**src/rtl/uart_block_loader.sv**
```systemverilog
// Parses framed UART packets (A5, X, Y, Z, TYPE, CHK) into single block-write requests
// toward the L3 cache, counting completed writes and rejected packets.
module uart_block_loader #(
  parameter int LENGTH         = 64,
  parameter int WIDTH          = 64,
  parameter int HEIGHT         = 16,
  parameter int BLOCK_W        = 5,
  parameter int TIMEOUT_CYCLES = 10000
) (
  input  logic                      clk_in,
  input  logic                      rst_in,
  input  logic                      rx_valid_in,
  input  logic [7:0]                rx_byte_in,
  output logic                      wr_valid_out,
  input  logic                      wr_ready_in,
  output logic [$clog2(LENGTH)-1:0] wr_x_out,
  output logic [$clog2(WIDTH)-1:0]  wr_y_out,
  output logic [$clog2(HEIGHT)-1:0] wr_z_out,
  output logic [BLOCK_W-1:0]        wr_block_out,
  output logic                      busy_out,
  output logic [7:0]                err_count_out,
  output logic [15:0]               pkt_count_out
);

  localparam int XW = $clog2(LENGTH);
  localparam int YW = $clog2(WIDTH);
  localparam int ZW = $clog2(HEIGHT);
  localparam int TW = $clog2(TIMEOUT_CYCLES + 1);

  localparam logic [31:0] X_LIM = 32'(LENGTH);
  localparam logic [31:0] Y_LIM = 32'(WIDTH);
  localparam logic [31:0] Z_LIM = 32'(HEIGHT);
  localparam logic [31:0] T_LIM = 32'd1 << BLOCK_W;

  // GET_X..GET_CHK are consecutive so a data byte simply advances the state by one.
  localparam logic [2:0] S_IDLE    = 3'd0;
  localparam logic [2:0] S_GET_X   = 3'd1;
  localparam logic [2:0] S_GET_Y   = 3'd2;
  localparam logic [2:0] S_GET_Z   = 3'd3;
  localparam logic [2:0] S_GET_T   = 3'd4;
  localparam logic [2:0] S_GET_CHK = 3'd5;
  localparam logic [2:0] S_EMIT    = 3'd6;

  localparam logic [7:0] SYNC = 8'hA5;

  logic [2:0]    r_state;
  logic [7:0]    r_x, r_y, r_z, r_t;
  logic [TW-1:0] r_tmo;
  logic          r_wr_valid;
  logic [XW-1:0] r_wr_x;
  logic [YW-1:0] r_wr_y;
  logic [ZW-1:0] r_wr_z;
  logic [BLOCK_W-1:0] r_wr_block;
  logic [7:0]    r_err;
  logic [15:0]   r_pkt;

  logic w_in_get, w_tmo_hit, w_fields_ok, w_chk_ok, w_accept, w_handshake, w_err_inc;

  assign w_in_get    = (r_state >= S_GET_X) && (r_state <= S_GET_CHK);
  assign w_tmo_hit   = w_in_get && !rx_valid_in && (r_tmo == TW'(TIMEOUT_CYCLES - 1));
  assign w_fields_ok = (32'(r_x) < X_LIM) && (32'(r_y) < Y_LIM) &&
                       (32'(r_z) < Z_LIM) && (32'(r_t) < T_LIM);
  assign w_chk_ok    = (rx_byte_in == (r_x ^ r_y ^ r_z ^ r_t)) && w_fields_ok;
  assign w_accept    = (r_state == S_GET_CHK) && rx_valid_in && w_chk_ok;
  assign w_handshake = r_wr_valid && wr_ready_in;
  // Bad packet, idle timeout and overrun are mutually exclusive by state, so one +1 at most.
  assign w_err_inc   = ((r_state == S_GET_CHK) && rx_valid_in && !w_chk_ok) ||
                       w_tmo_hit ||
                       ((r_state == S_EMIT) && rx_valid_in);

  always_ff @(posedge clk_in or negedge rst_in) begin
    if (!rst_in) begin
      r_state <= S_IDLE;
      r_tmo   <= '0;
    end else begin
      case (r_state)
        S_IDLE: begin
          r_tmo <= '0;
          if (rx_valid_in && (rx_byte_in == SYNC)) r_state <= S_GET_X;
        end
        S_GET_X, S_GET_Y, S_GET_Z, S_GET_T, S_GET_CHK: begin
          if (rx_valid_in) begin
            r_tmo <= '0;
            if (r_state != S_GET_CHK) r_state <= r_state + 3'd1;
            else                      r_state <= w_chk_ok ? S_EMIT : S_IDLE;
          end else if (w_tmo_hit) begin
            r_tmo   <= '0;
            r_state <= S_IDLE;
          end else begin
            r_tmo <= r_tmo + TW'(1);
          end
        end
        S_EMIT: begin
          if (w_handshake) r_state <= S_IDLE;
        end
        default: r_state <= S_IDLE;
      endcase
    end
  end

  always_ff @(posedge clk_in or negedge rst_in) begin
    if (!rst_in) begin
      r_x <= '0;
      r_y <= '0;
      r_z <= '0;
      r_t <= '0;
    end else if (rx_valid_in) begin
      case (r_state)
        S_GET_X: r_x <= rx_byte_in;
        S_GET_Y: r_y <= rx_byte_in;
        S_GET_Z: r_z <= rx_byte_in;
        S_GET_T: r_t <= rx_byte_in;
        default: ;
      endcase
    end
  end

  // Write fields are loaded only on acceptance, so they stay frozen for the whole EMIT phase.
  always_ff @(posedge clk_in or negedge rst_in) begin
    if (!rst_in) begin
      r_wr_valid <= 1'b0;
      r_wr_x     <= '0;
      r_wr_y     <= '0;
      r_wr_z     <= '0;
      r_wr_block <= '0;
    end else if (w_accept) begin
      r_wr_valid <= 1'b1;
      r_wr_x     <= XW'(r_x);
      r_wr_y     <= YW'(r_y);
      r_wr_z     <= ZW'(r_z);
      r_wr_block <= BLOCK_W'(r_t);
    end else if (w_handshake) begin
      r_wr_valid <= 1'b0;
    end
  end

  always_ff @(posedge clk_in or negedge rst_in) begin
    if (!rst_in) begin
      r_err <= '0;
      r_pkt <= '0;
    end else begin
      if (w_err_inc && (r_err != 8'hFF)) r_err <= r_err + 8'd1;
      if (w_handshake)                   r_pkt <= r_pkt + 16'd1;
    end
  end

  assign wr_valid_out  = r_wr_valid;
  assign wr_x_out      = r_wr_x;
  assign wr_y_out      = r_wr_y;
  assign wr_z_out      = r_wr_z;
  assign wr_block_out  = r_wr_block;
  assign busy_out      = (r_state != S_IDLE);
  assign err_count_out = r_err;
  assign pkt_count_out = r_pkt;

endmodule

```
**config.mk**
```make
export PLATFORM = sky130hd
export DESIGN_NAME = uart_block_loader
export DESIGN_NICKNAME = d
export VERILOG_FILES = /design/src/rtl/uart_block_loader.sv
export SDC_FILE = /design/constraint.sdc
export NUM_CORES = 1
export LEC_CHECK = 0
export BUFFER_PORTS_ARGS = -buffer_cell sky130_fd_sc_hd__buf_2
export CAP_MARGIN = 20
export CORE_ASPECT_RATIO = 0.7
export CORE_MARGIN = 8
export CORE_UTILIZATION = 55
export DETAILED_ROUTE_END_ITERATION = 10
export PLACE_DENSITY = 0.85
export SETUP_SLACK_MARGIN = 0.05
export SKIP_CTS_REPAIR_TIMING = 1
export SYNTH_ARGS = -nofsm -noshare
export SYNTH_HDL_FRONTEND = slang
export SYNTH_SLANG_ARGS = --single-unit
```
**constraint.sdc**
```tcl
create_clock -name clk_in -period 3.8 [get_ports clk_in]
set_input_delay 0.95 -clock clk_in [delete_from_list [all_inputs] [get_ports clk_in]]
set_output_delay 0.95 -clock clk_in [all_outputs]
set_load 0.01 [all_outputs]
```
==> impl_metrics.tcl <==
set metrics [dict create \
    antenna_found_initial 0 \
    clockBufferDepth 2 \
    die_w_um 125 \
    slew-limit-headroom_pct 32.3 \
    initial_utilization_pct 57.2 \
    r2r_setup_slack_ps 1250 \
    grt.met3_usage_pct 4.97 \
    rsz0062_at_grt "no" \
    routed_wl_um 9670 \
    critPathMaxStageDelay_ps 560 \
    drtIter0Drc 253 \
    remaining_drc_errors 0 \
    min-delay-start "pkt_count_out[15]" \
    async_flop_share_pct 100 \
    fin_nets 449 \
    mappedNetlistNets 387 \
    slowest_stage "or4b_4" \
    yosysMostFrequentCell "dfrtp_1" \
    path_depth 7 \
    r2r-end "wr_block_out[1]" \
    synth.yosys.warnings 0 \
    whs_path_depth 1 \
    finalCritPeriodShare_pct 71.1 \
    rows 27 \
    final_cells 535 \
    die_area_um2 11500 \
    power.static_leakage_uw 0.00267 \
    rr_worst_depth 8 \
    cts.sinks 95 \
    finalHoldViolations 0 \
    synth_area_um2 4560 \
    path_class "input port to flip-flop" \
    crit_family "simple AND/OR/NAND/NOR gates" \
    tightest_slew_ps 1020 \
    via_count 3160 \
    cts-root-buf "clkbuf_16" \
    synth.area.top_cells "dfrtp_1 52%, mux2_2 13%, xnor2_1 6.1%" \
    placed_cells 519 \
    synth-main-ff-cell "dfrtp_1" \
    totalPowerFinal_uw 2600 \
    wl_per_cell_um 18.1 \
    fin_tns_setup_ps 0 \
    combPwrFrac_pct 20.1 \
    insertion_delay_ps 340 \
    path_clk_slew_ps 70 \
    synth_cell_types 45 \
    dr.pass1.iters 5 \
    final_layout_size_suffix_gt1_share_pct 31.8 \
    required_ps 4020 \
    die_h_um 92.2 \
    startpoint_type "input port" \
    swShare_pct 27.8 \
    fin_crit_ps 2700 \
    worstPathMaxFanout 10 \
    maxCapViolations 0 \
    cts_buffers 9 \
    finalWorstSetupSlack_ps 1100 \
    drtAntennaViolNets 0 \
    critPathArrivalTime_ps 2920 \
    grt_pass1_vias 3151 \
    crit-reg2reg-launch "r_z[4]" \
    vdd_drop_max_mv 0.295 \
    post-place-ws_ps 771 \
    grt_use_met2_pct 27.0 \
    gr-usage-all-layers_pct 17.1 \
    overflow 0 \
    use_met1_pct 23.0 \
    setup_viol 0 \
    p_per_area_nw_per_um2 494 \
    max_freq_mhz 370 \
    holdPathEnd "pkt_count_out[15]" \
    yosysSeqAreaShare_pct 52.1 \
    cp-end-kind "flip-flop" \
    internal_power_uw 1880 \
    syn_avg_cell_area_um2 12.4 \
    diodes 0 \
    hold_ws_ps 469 \
    io_pins 59 \
    grt_busiest_layer "met2" \
    synth_top_area_share_pct 52.1 \
    port_buffers 58 \
    path_cells "buf_2 -> or4b_4 -> nor4_4 -> nand2_2 -> a32oi_4 -> o21a_4 -> mux2_4" \
    num-fill-cells 621 \
    p_seq_share_pct 44.9 \
    synth_edf_count 0 \
    htreeDepth 3 \
    clock_skew_ps 10.8 \
    cts_tree "yes" \
    place.gp.congestion 0.804 \
    min_path_type "flip-flop to flip-flop" \
    status "finished, final reports clean" \
    synth_seq_cells 95 \
    grt_pass1_wl_um 16200 \
    hpwl_um 6760 \
    core_area_um2 7970 \
    area_delta_synth_final_pct 15.4 \
    postSynthCellCount 367 \
    slew_viol_final 0 \
    switching_power_uw 722 \
    grt_max_degree 35 \
    drt-vias-per-instance 5.91 \
    yosysTopAreaCell "dfrtp_1" \
    path_buf_inv 1 \
    power.share.clock_pct 35.1 \
    synthTopCellsByCount "95 x dfrtp_1, 54 x mux2_2, 32 x xnor2_1" \
]
## stage by stage
step | utilization (%) | instance area (um2)
detailed placement | 62.2 | 4960
global placement | 62.2 | 4960
global route | 66.1 | 5270
finish | 66.1 | 5270
floorplan | - | 4560
CTS | 66.1 | 5270
## power by group through the flow
| stage | Combinational, uW | Clock (uW) | Sequential (uW) |
|---|---|---|---|
| after floorplan | 402 | 0 | 1160 |
| after global placement | 493 | 0 | 1180 |
| after detailed placement | 509 | 0 | 1180 |
| after CTS | 519 | 926 | 1160 |
| after global routing | 568 | 975 | 1180 |
| final | 522 | 912 | 1170 |
## placed cells by master, fill, tap and decap left out, types with 2 or more instances in the layout
cell type  instances
dfrtp_1           95
buf_2             57
mux2_2            54
xnor2_1           32
nand2_1           20
nand3_1           20
o21ai_0           20
and3_1            13
xor2_1            10
nor2_1             9
clkbuf_16          9
ha_1               8
o31ai_1            7
xnor3_1            6
inv_1              5
nor3_1             5
buf_4              5
nand4_1            4
o211ai_1           4
o2111ai_1          4
a31oi_1            4
nor4_1             3
and2_1             3
a21oi_1            3
nor2b_1            3
or3_1              2
and4_1             2
or4bb_1            2
o22ai_1            2
clkinv_4           2
## metal layers
layer	vias up	routed length, um
li1	1458	-
met1	1585	4510
met2	104	4480
met3	13	584
met4	0	85
met5	-	0
## state kept, by name, summed over array words and instances, names as in the netlist, 6 cells and up
signal	count
pkt_count_out	16
r_tmo	14
err_count_out	8
r_t	8
r_x	8
r_y	8
r_z	8
wr_x_out	6
wr_y_out	6
## kinds of logic after synthesis
family	share of synthesized area, %
simple gates	11.1
xor+xnor	11.0
flops	52.1
compound gates	8.36
buf+inv	1.59
mux	13.7
fa+ha+maj	2.19
## worst max-delay path by stage
stage                      startpoint          endpoint  slack, ps
after global routing      rx_valid_in  err_count_out[1]       1030
after detailed placement  rx_valid_in  err_count_out[1]        770
after floorplan           rx_valid_in  err_count_out[1]        960
after global placement    rx_valid_in  err_count_out[1]        840
final                     rx_valid_in  err_count_out[1]       1100
after CTS                 rx_valid_in  err_count_out[1]       1120
## cell type report
type	instances	area [um2]	share of cell area (%)
Sequential cell	95	2380	45.1
Multi-Input combinational cell	256	2110	40.1
Timing Repair Buffer	62	323	6.13
Clock buffer	10	229	4.35
Tap cell	101	126	2.40
Clock inverter	6	80.1	1.52
Inverter	5	18.8	0.356
Power figures use the tool's default switching activity.
